<file path="src/rtl/axonerve_kvs_counter_bank_if.sv">
// Bus bundle for axonerve_kvs_counter_bank: per-channel strobes/data in, registered counts and flags out.
interface axonerve_kvs_counter_bank_if #(
    parameter int unsigned C_WIDTH      = 8,
    parameter int unsigned C_CHANNELS   = 4,
    parameter int unsigned C_STEP_WIDTH = 4
);
    localparam int unsigned W = C_WIDTH;
    localparam int unsigned N = C_CHANNELS;
    localparam int unsigned S = C_STEP_WIDTH;

    logic           clken;
    logic [N-1:0]   load;
    logic [N-1:0]   incr;
    logic [N-1:0]   decr;
    logic [N*S-1:0] step;
    logic [N*W-1:0] load_value;
    logic [W-1:0]   thresh;
    logic           clr_err;
    logic [N*W-1:0] count;
    logic [N-1:0]   is_zero;
    logic [N-1:0]   is_max;
    logic [N-1:0]   at_thresh;
    logic [N-1:0]   err;
    logic           all_zero;

    modport master (
        output clken, load, incr, decr, step, load_value, thresh, clr_err,
        input  count, is_zero, is_max, at_thresh, err, all_zero
    );

    modport slave (
        input  clken, load, incr, decr, step, load_value, thresh, clr_err,
        output count, is_zero, is_max, at_thresh, err, all_zero
    );
endinterface

</file>
<file path="src/rtl/axonerve_kvs_counter_bank.sv">
// Bank of independent up/down counters with load, variable step and registered zero/max/threshold/error flags.
// Optional build macro AXONERVE_KVS_COUNTER_SAT_EN selects saturating instead of wrap-around arithmetic.
module axonerve_kvs_counter_bank #(
    parameter int unsigned       C_WIDTH      = 8,
    parameter int unsigned       C_CHANNELS   = 4,
    parameter int unsigned       C_STEP_WIDTH = 4,
    parameter logic [C_WIDTH-1:0] C_INIT      = '0
) (
    input logic clk,
    input logic rst,
    axonerve_kvs_counter_bank_if.slave bus
);
    localparam int unsigned W   = C_WIDTH;
    localparam int unsigned N   = C_CHANNELS;
    localparam int unsigned S   = C_STEP_WIDTH;
    localparam int unsigned WP1 = W + 1;

    logic [N-1:0] zero_vec;

    for (genvar i = 0; i < N; i++) begin : g_ch
        logic [W-1:0] cnt_q;
        logic [W-1:0] cnt_d;
        logic [W-1:0] ldv;
        logic [S-1:0] stp;
        logic [W:0]   sum;
        logic [W:0]   diff;
        logic         ovf;
        logic         zero_q;
        logic         max_q;
        logic         thr_q;
        logic         err_q;

        assign stp = bus.step[i*S +: S];
        assign ldv = bus.load_value[i*W +: W];

        // Next count: load wins, then exactly one of incr/decr; both or neither holds.
        always_comb begin
            sum   = {1'b0, cnt_q} + WP1'(stp);
            diff  = {1'b0, cnt_q} - WP1'(stp);
            cnt_d = cnt_q;
            ovf   = 1'b0;
            if (bus.load[i]) begin
                cnt_d = ldv;
            end else if (bus.incr[i] && !bus.decr[i]) begin
                ovf = sum[W];
`ifdef AXONERVE_KVS_COUNTER_SAT_EN
                cnt_d = sum[W] ? '1 : sum[W-1:0];
`else
                cnt_d = sum[W-1:0];
`endif
            end else if (bus.decr[i] && !bus.incr[i]) begin
                ovf = diff[W];
`ifdef AXONERVE_KVS_COUNTER_SAT_EN
                cnt_d = diff[W] ? '0 : diff[W-1:0];
`else
                cnt_d = diff[W-1:0];
`endif
            end
        end

        // Flags are derived from the next count so they always match the registered count.
        always_ff @(posedge clk) begin
            if (rst) begin
                cnt_q  <= C_INIT;
                zero_q <= (C_INIT == '0);
                max_q  <= (C_INIT == '1);
                thr_q  <= 1'b0;
                err_q  <= 1'b0;
            end else if (bus.clken) begin
                cnt_q  <= cnt_d;
                zero_q <= (cnt_d == '0);
                max_q  <= (cnt_d == '1);
                thr_q  <= (cnt_d >= bus.thresh);
                err_q  <= ovf | (err_q & ~bus.clr_err);
            end
        end

        assign bus.count[i*W +: W] = cnt_q;
        assign bus.is_zero[i]      = zero_q;
        assign bus.is_max[i]       = max_q;
        assign bus.at_thresh[i]    = thr_q;
        assign bus.err[i]          = err_q;
        assign zero_vec[i]         = zero_q;
    end

    assign bus.all_zero = &zero_vec;
endmodule

</file>
<file path="src/flat_wrapper.sv">
// flat-port wrapper written by rule: the top's interface ports become plain ports
module axonerve_kvs_counter_bank_flat 
#(
    parameter int unsigned       C_WIDTH      = 8,
    parameter int unsigned       C_CHANNELS   = 4,
    parameter int unsigned       C_STEP_WIDTH = 4,
    parameter logic [C_WIDTH-1:0] C_INIT      = '0
)
  (clk, rst, bus_clken, bus_load, bus_incr, bus_decr, bus_step, bus_load_value, bus_thresh, bus_clr_err, bus_count, bus_is_zero, bus_is_max, bus_at_thresh, bus_err, bus_all_zero);
  axonerve_kvs_counter_bank_if #(.C_WIDTH(C_WIDTH), .C_CHANNELS(C_CHANNELS), .C_STEP_WIDTH(C_STEP_WIDTH)) bus_i ();
  input logic clk;
  input logic rst;
  input wire logic [$bits(bus_i.clken)-1:0] bus_clken;
  input wire logic [$bits(bus_i.load)-1:0] bus_load;
  input wire logic [$bits(bus_i.incr)-1:0] bus_incr;
  input wire logic [$bits(bus_i.decr)-1:0] bus_decr;
  input wire logic [$bits(bus_i.step)-1:0] bus_step;
  input wire logic [$bits(bus_i.load_value)-1:0] bus_load_value;
  input wire logic [$bits(bus_i.thresh)-1:0] bus_thresh;
  input wire logic [$bits(bus_i.clr_err)-1:0] bus_clr_err;
  output wire logic [$bits(bus_i.count)-1:0] bus_count;
  output wire logic [$bits(bus_i.is_zero)-1:0] bus_is_zero;
  output wire logic [$bits(bus_i.is_max)-1:0] bus_is_max;
  output wire logic [$bits(bus_i.at_thresh)-1:0] bus_at_thresh;
  output wire logic [$bits(bus_i.err)-1:0] bus_err;
  output wire logic [$bits(bus_i.all_zero)-1:0] bus_all_zero;
  assign bus_i.clken = bus_clken;
  assign bus_i.load = bus_load;
  assign bus_i.incr = bus_incr;
  assign bus_i.decr = bus_decr;
  assign bus_i.step = bus_step;
  assign bus_i.load_value = bus_load_value;
  assign bus_i.thresh = bus_thresh;
  assign bus_i.clr_err = bus_clr_err;
  assign bus_count = bus_i.count;
  assign bus_is_zero = bus_i.is_zero;
  assign bus_is_max = bus_i.is_max;
  assign bus_at_thresh = bus_i.at_thresh;
  assign bus_err = bus_i.err;
  assign bus_all_zero = bus_i.all_zero;
  axonerve_kvs_counter_bank #(.C_WIDTH(C_WIDTH), .C_CHANNELS(C_CHANNELS), .C_STEP_WIDTH(C_STEP_WIDTH), .C_INIT(C_INIT)) u_core (.clk(clk), .rst(rst), .bus(bus_i));
endmodule
</file>
<file path="config.mk">
export PLATFORM = sky130hd
export DESIGN_NAME = axonerve_kvs_counter_bank_flat
export DESIGN_NICKNAME = d
export VERILOG_FILES = /design/src/rtl/axonerve_kvs_counter_bank_if.sv /design/src/rtl/axonerve_kvs_counter_bank.sv /design/src/flat_wrapper.sv
export SDC_FILE = /design/constraint.sdc
export NUM_CORES = 1
export LEC_CHECK = 0
export ABC_CLOCK_PERIOD_IN_PS = 4100
export BUFFER_PORTS_ARGS = -buffer_cell sky130_fd_sc_hd__buf_4
export CAP_MARGIN = 20
export CELL_PAD_IN_SITES_DETAIL_PLACEMENT = 0
export CELL_PAD_IN_SITES_GLOBAL_PLACEMENT = 1
export CORE_UTILIZATION = 30
export CTS_CLUSTER_SIZE = 10
export DETAILED_ROUTE_END_ITERATION = 16
export PLACE_DENSITY_LB_ADDON = 0.3
export SYNTH_ARGS = -nofsm -noshare
export SYNTH_HDL_FRONTEND = slang
export SYNTH_SLANG_ARGS = --single-unit
</file>
<file path="constraint.sdc">
create_clock -name clk -period 4.1 [get_ports clk]
set_clock_uncertainty 0.1 [all_clocks]
set_input_delay 0.205 -clock clk [delete_from_list [all_inputs] [get_ports clk]]
set_output_delay 0.205 -clock clk [all_outputs]
set_load 0.01 [all_outputs]
</file>
* Word level (Yosys, flattened, before mapping)
Cells that the tools add are included.
** Storage, ports and cells
- Memory bits (writable) :: 0
- Output and inout bits :: 49
- Memories :: 0
- Bits of input ports :: 72
- Logic and storage cells :: 90
- Memory bits (read-only) :: 0
- Bits in registers :: 48
- Latch bits :: 0
** Cells by class
- Add/subtract/negate cells :: 8
- Shift-type cells :: 0
- Eq/ne operators :: 4
- Muxes and demuxes :: 24
- Multiply operators :: 0
- Divide/modulo/power cells :: 0
- Bitwise logic cells :: 9
- $lt $le $gt $ge :: 4
- Reduce and logical (&&, ||, !) cells :: 21
** Operator list (count)
- two-way mux 8 bit :: 12
- adder 8 x 4 -> 9 bit :: 4
- subtractor 8 x 4 -> 9 bit :: 4
- == test 8 bit (second input constant) :: 4
- greater-or-equal comparator 8 bit :: 4
- zero test 8 bit :: 4
- two-way mux 1 bit :: 12
- logical AND 1 bit :: 8
- zero test 1 bit :: 8
- AND 1 bit :: 4
- bitwise OR 1 bit :: 4
- AND reduction 4 bit :: 1
- inverter 1 bit :: 1

* Longest topological paths before layout
- Depth in word-level cells :: 6
- Depth in mapped cells :: 15
- Mapped depth without buffers :: 15

* Least setup slack after synthesis
No wires, ideal clock.
- Path kind :: register to register
- Start point :: register u_core.g_ch[2].cnt_q[0]
- End point :: register u_core.g_ch[2].thr_q
- Setup slack :: 1.181 ns
- Path buffers :: 0
- Required time :: 3.909 ns
- Setup time :: 0.091 ns
- Clock period less this slack :: 2.919 ns
- Data arrival time :: 2.728 ns
- Cell stages (with the launch flop) :: 15
- Cell sequence :: dfxtp_1 -> inv_1 -> ha_1 -> inv_1 -> fa_1 -> a21o_1 -> a211oi_2 -> a2111oi_0 -> a211oi_1 -> inv_1 -> ha_1 -> o21ai_0 -> o21ai_0 -> o211ai_1 -> a311oi_1
** On the way
- Cells in the longest elaborated chain, start to end :: 5
- Elaborated cells on any way between the ends :: 6
- Classes of those cells :: add/sub (2); order compare (1); mux (3)
** Ends and longest elaborated chain
- start, declared :: RTL line axonerve_kvs_counter_bank.sv:21 : logic [W-1:0] cnt_q;
- start signal, assigned :: RTL line axonerve_kvs_counter_bank.sv:70 : cnt_q <= cnt_d;
- subtractor 8 x 4 -> 9 bit :: RTL line axonerve_kvs_counter_bank.sv:39 : diff = {1'b0, cnt_q} - WP1'(stp);
- two-way mux 8 bit :: RTL line axonerve_kvs_counter_bank.sv:51 : end else if (bus.decr[i] && !bus.incr[i]) begin
- two-way mux 8 bit * :: RTL line axonerve_kvs_counter_bank.sv:44 : end else if (bus.incr[i] && !bus.decr[i]) begin
- two-way mux 8 bit * :: RTL line axonerve_kvs_counter_bank.sv:42 : if (bus.load[i]) begin
- named net u_core.g_ch[2].cnt_d[4] :: RTL line axonerve_kvs_counter_bank.sv:22 : logic [W-1:0] cnt_d;
- greater-or-equal comparator 8 bit * :: RTL line axonerve_kvs_counter_bank.sv:73 : thr_q <= (cnt_d >= bus.thresh);
- end signal, assigned :: RTL line axonerve_kvs_counter_bank.sv:73
- end, declared :: RTL line axonerve_kvs_counter_bank.sv:30 : logic thr_q;
The timed path passes the listed nets; every way through them passes the cells marked *.
A chain may end at the register's enable or synchronous reset.

* Final worst setup path
Ends and elaborated chain as after synthesis.

==> impl_metrics.env <==
export IMPL_critPathLaunchType="flop"
export IMPL_status="finished, final reports clean"
export IMPL_netlist_area_mm2=0.00511
export IMPL_p_switching_mw=0.611
export IMPL_num_vias=4927
export IMPL_cts_buffer_depth=2
export IMPL_cp_max_fo=5
export IMPL_synth_distinct_cells=71
export IMPL_cp_data_required_time_ns=4.21
export IMPL_max_vdd_ir_drop_mv=0.146
export IMPL_async_flop_share_pct=0
export IMPL_synth_top_cell_by_area="dfxtp_1"
export IMPL_clockRootBuffer="clkbuf_16"
export IMPL_place_hpwl_um=12100
export IMPL_place_inst=955
export IMPL_syn_nets=800
export IMPL_io_pins=121
export IMPL_final_min_clock_period_ns=3.27
export IMPL_grt_pass1_vias=4677
export IMPL_drv_slew=0
export IMPL_synth_seq_cells=48
export IMPL_cts_tree="built"
export IMPL_ant_nets=0
export IMPL_stdcell_count=963
export IMPL_reg2reg_slack_ns=0.83
export IMPL_post_drt_wl_per_cell_um=15.9
export IMPL_area_delta_synth_final_pct=22.5
export IMPL_p_int_mw=1.09
export IMPL_yosys_warnings=0
export IMPL_p_seq_share_pct=32.3
export IMPL_rsz0062_at_grt="no"
export IMPL_io_buffers=120
export IMPL_worstMarginPinSlew_ns=0.588
export IMPL_final_cell_mix="123 x buf_4, 77 x nor2_1, 67 x ha_1"
export IMPL_slew_headroom_pct=60.3
export IMPL_core_area_mm2=0.0166
export IMPL_dieArea_mm2=0.0176
export IMPL_power_density_mw_per_mm2=272
export IMPL_synth_edf_count=0
export IMPL_hold_viol=0
export IMPL_numCtsBuffers=5
export IMPL_routed_via_density=5.12
export IMPL_setup_viol=0
export IMPL_die_h_um=132
export IMPL_synthCells=653
export IMPL_ctsHoldBuffers=0
export IMPL_grtUsageTotal_pct=17.5
export IMPL_clk_pin_slew_worst_paths_ns=0.07
export IMPL_worstPathArrival_ns=3.38
export IMPL_path_delay_family="compound AO/OA/AOI/OAI gates"
export IMPL_crit_type="reg2reg"
export IMPL_worstHoldStart="bus_load_value[12]"
export IMPL_start_util_pct=30.8
export IMPL_syn_avg_cell_area_um2=7.82
export IMPL_grt_max_degree=45
export IMPL_reg2reg_from="u_core.g_ch[2].cnt_q[0]"
export IMPL_drc=0
export IMPL_clockPowerShare_pct=28.9
export IMPL_antenna_found_initial=0
export IMPL_hold_class="in2reg"
export IMPL_worst_path_buf_inv=3
export IMPL_grt_ovfl_total=0
export IMPL_drv_cap=0
export IMPL_finalCritPeriodShare_pct=79.8
export IMPL_drive_gt1_share_pct=20.1
export IMPL_cts_resized=0
export IMPL_yosysTopAreaCellShare_pct=18.8
export IMPL_layout_commonest_cell="buf_4"
export IMPL_synth_top_cells_by_area="dfxtp_1 19%, ha_1 16%, nor2_1 5.7%"
export IMPL_clock_sinks=48
export IMPL_grt_pass1_wl_um=24500
export IMPL_cp_slowest_cell="a211oi_1"
export IMPL_crit_chain="inv_1 -> ha_1 -> inv_1 -> fa_1 -> a21o_1 -> a211oi_2 -> a2111oi_0 -> a211oi_1 -> inv_1 -> ha_1 -> o21ai_0 -> o21ai_0 -> o211ai_1 -> a311oi_1"
export IMPL_clock_latency_ns=0.30
export IMPL_synth_main_ff_cell="dfxtp_1"
export IMPL_yosysSeqAreaShare_pct=18.8
export IMPL_die_w_um=132
export IMPL_cp_startpoint="u_core.g_ch[2].cnt_q[0]"
export IMPL_fin_setup_tns_ns=0
export IMPL_crit_top_cell="inv_1"
export IMPL_postCtsSetupBuffers=0
export IMPL_layout_nets=889
export IMPL_drt_first_pass_iters=4
export IMPL_initialDrtViolationCount=185
export IMPL_cp_slowest_stage_delay_ns=0.43
export IMPL_gp_congestion=0.838
export IMPL_routed_wirelength_um=15300
export IMPL_htreeDepth=2
export IMPL_fmax_mhz=306
export IMPL_end_kind="flop"
export IMPL_row_count=47
export IMPL_n_antenna_cell=0
export IMPL_leakage_nw=2.91
export IMPL_swShare_pct=35.9
export IMPL_combPwrFrac_pct=38.7
-- worst register-to-register path, delay by kind of cell (launching register included) --
family                     cells  cell delay [ns]
AOI/OAI and AO/OA              8             1.67
adders and majority gates      3             0.83
DFF                            1             0.35
buffers and inverters          3             0.25
-- metrics by stage --
stage / worst slack, ns / instance area [um2] / power [mW] / hold slack (ns) / utilization (%)
after detailed placement: 0.833 / 6090 / 1.22 / 0.354 / 36.7
after floorplan: 1.18 / 5110 / 0.992 / 0.326 / -
after global placement: 0.865 / 6090 / 1.21 / 0.352 / 36.7
final: 0.829 / 6260 / 1.70 / 0.183 / 37.7
after CTS: 0.807 / 6260 / 1.72 / 0.174 / 37.7
after global routing: 0.441 / 6260 / 1.83 / 0.182 / 37.7
-- path summary, 6_finish.rpt --
kind	end	cells past startpoint
setup / recovery	u_core.g_ch[2].thr_q	14
hold / removal	u_core.g_ch[1].zero_q	4
setup reg to reg	u_core.g_ch[2].thr_q	14
hold reg to reg	u_core.g_ch[1].max_q	2
-- routing by layer --
layer,up-vias,GRT usage [%],part of all wire (%)
met2,111,30.8,48
met4,0,3.32,0.87
met5,-,0,0
met3,10,3.37,4.8
met1,2309,22.3,46
li1,2497,-,-
-- cell usage after synthesis, drive strengths merged, types with 5 or more instances --
cell and n:
a211oi 34, a21o 12, a21oi 26, a31oi 7
buf 22, clkbuf 19, dfxtp 48, fa 8
ha 67, inv 62, mux2i 14, nand2 30
nand2b 15, nand3 11, nor2 77, nor2b 15
nor3 19, nor3b 6, o211ai 6, o21ai 33
o22ai 5, o31ai 10, or2 7, xnor2 17
xor2 13
-- registers in the layout, summed over array words and instances (netlist names) --
signal              count
u_core.g_ch.cnt_q      32
u_core.g_ch.err_q       4
u_core.g_ch.max_q       4
u_core.g_ch.thr_q       4
u_core.g_ch.zero_q      4
-- layout make-up --
class / count / area, um2
clock buffers: 5 / 125
clock inverters: 3 / 42.5
fillers: 1766 / 10300
inverters: 64 / 240
multi-input cells: 500 / 3690
flip-flops and latches: 48 / 961
well taps: 220 / 275
repair buffers: 123 / 923
-- power groups by stage --
stage	sequential [mW]	combinational (mW)	clock, mW
6_report	0.551	0.659	0.493
5_1_grt	0.558	0.745	0.523
4_1_cts	0.552	0.665	0.506
3_5_place_dp	0.562	0.660	0
3_3_place_gp	0.562	0.648	0
2_1_floorplan	0.557	0.436	0
-- logic make-up (layout without fill, tap and decap cells) --
logic type,after synthesis,count (layout),share of synthesized area [%]
AO/OA/AOI/OAI,175,175,24.1
XOR/XNOR,30,30,5.29
AND/OR/NAND/NOR,205,205,20.3
adder cells (fa/ha/maj),75,75,19.5
flip-flops,48,48,18.8
multiplexers,15,15,2.96
buffers and inverters,105,195,8.97
Power figures use the tool's default switching activity.
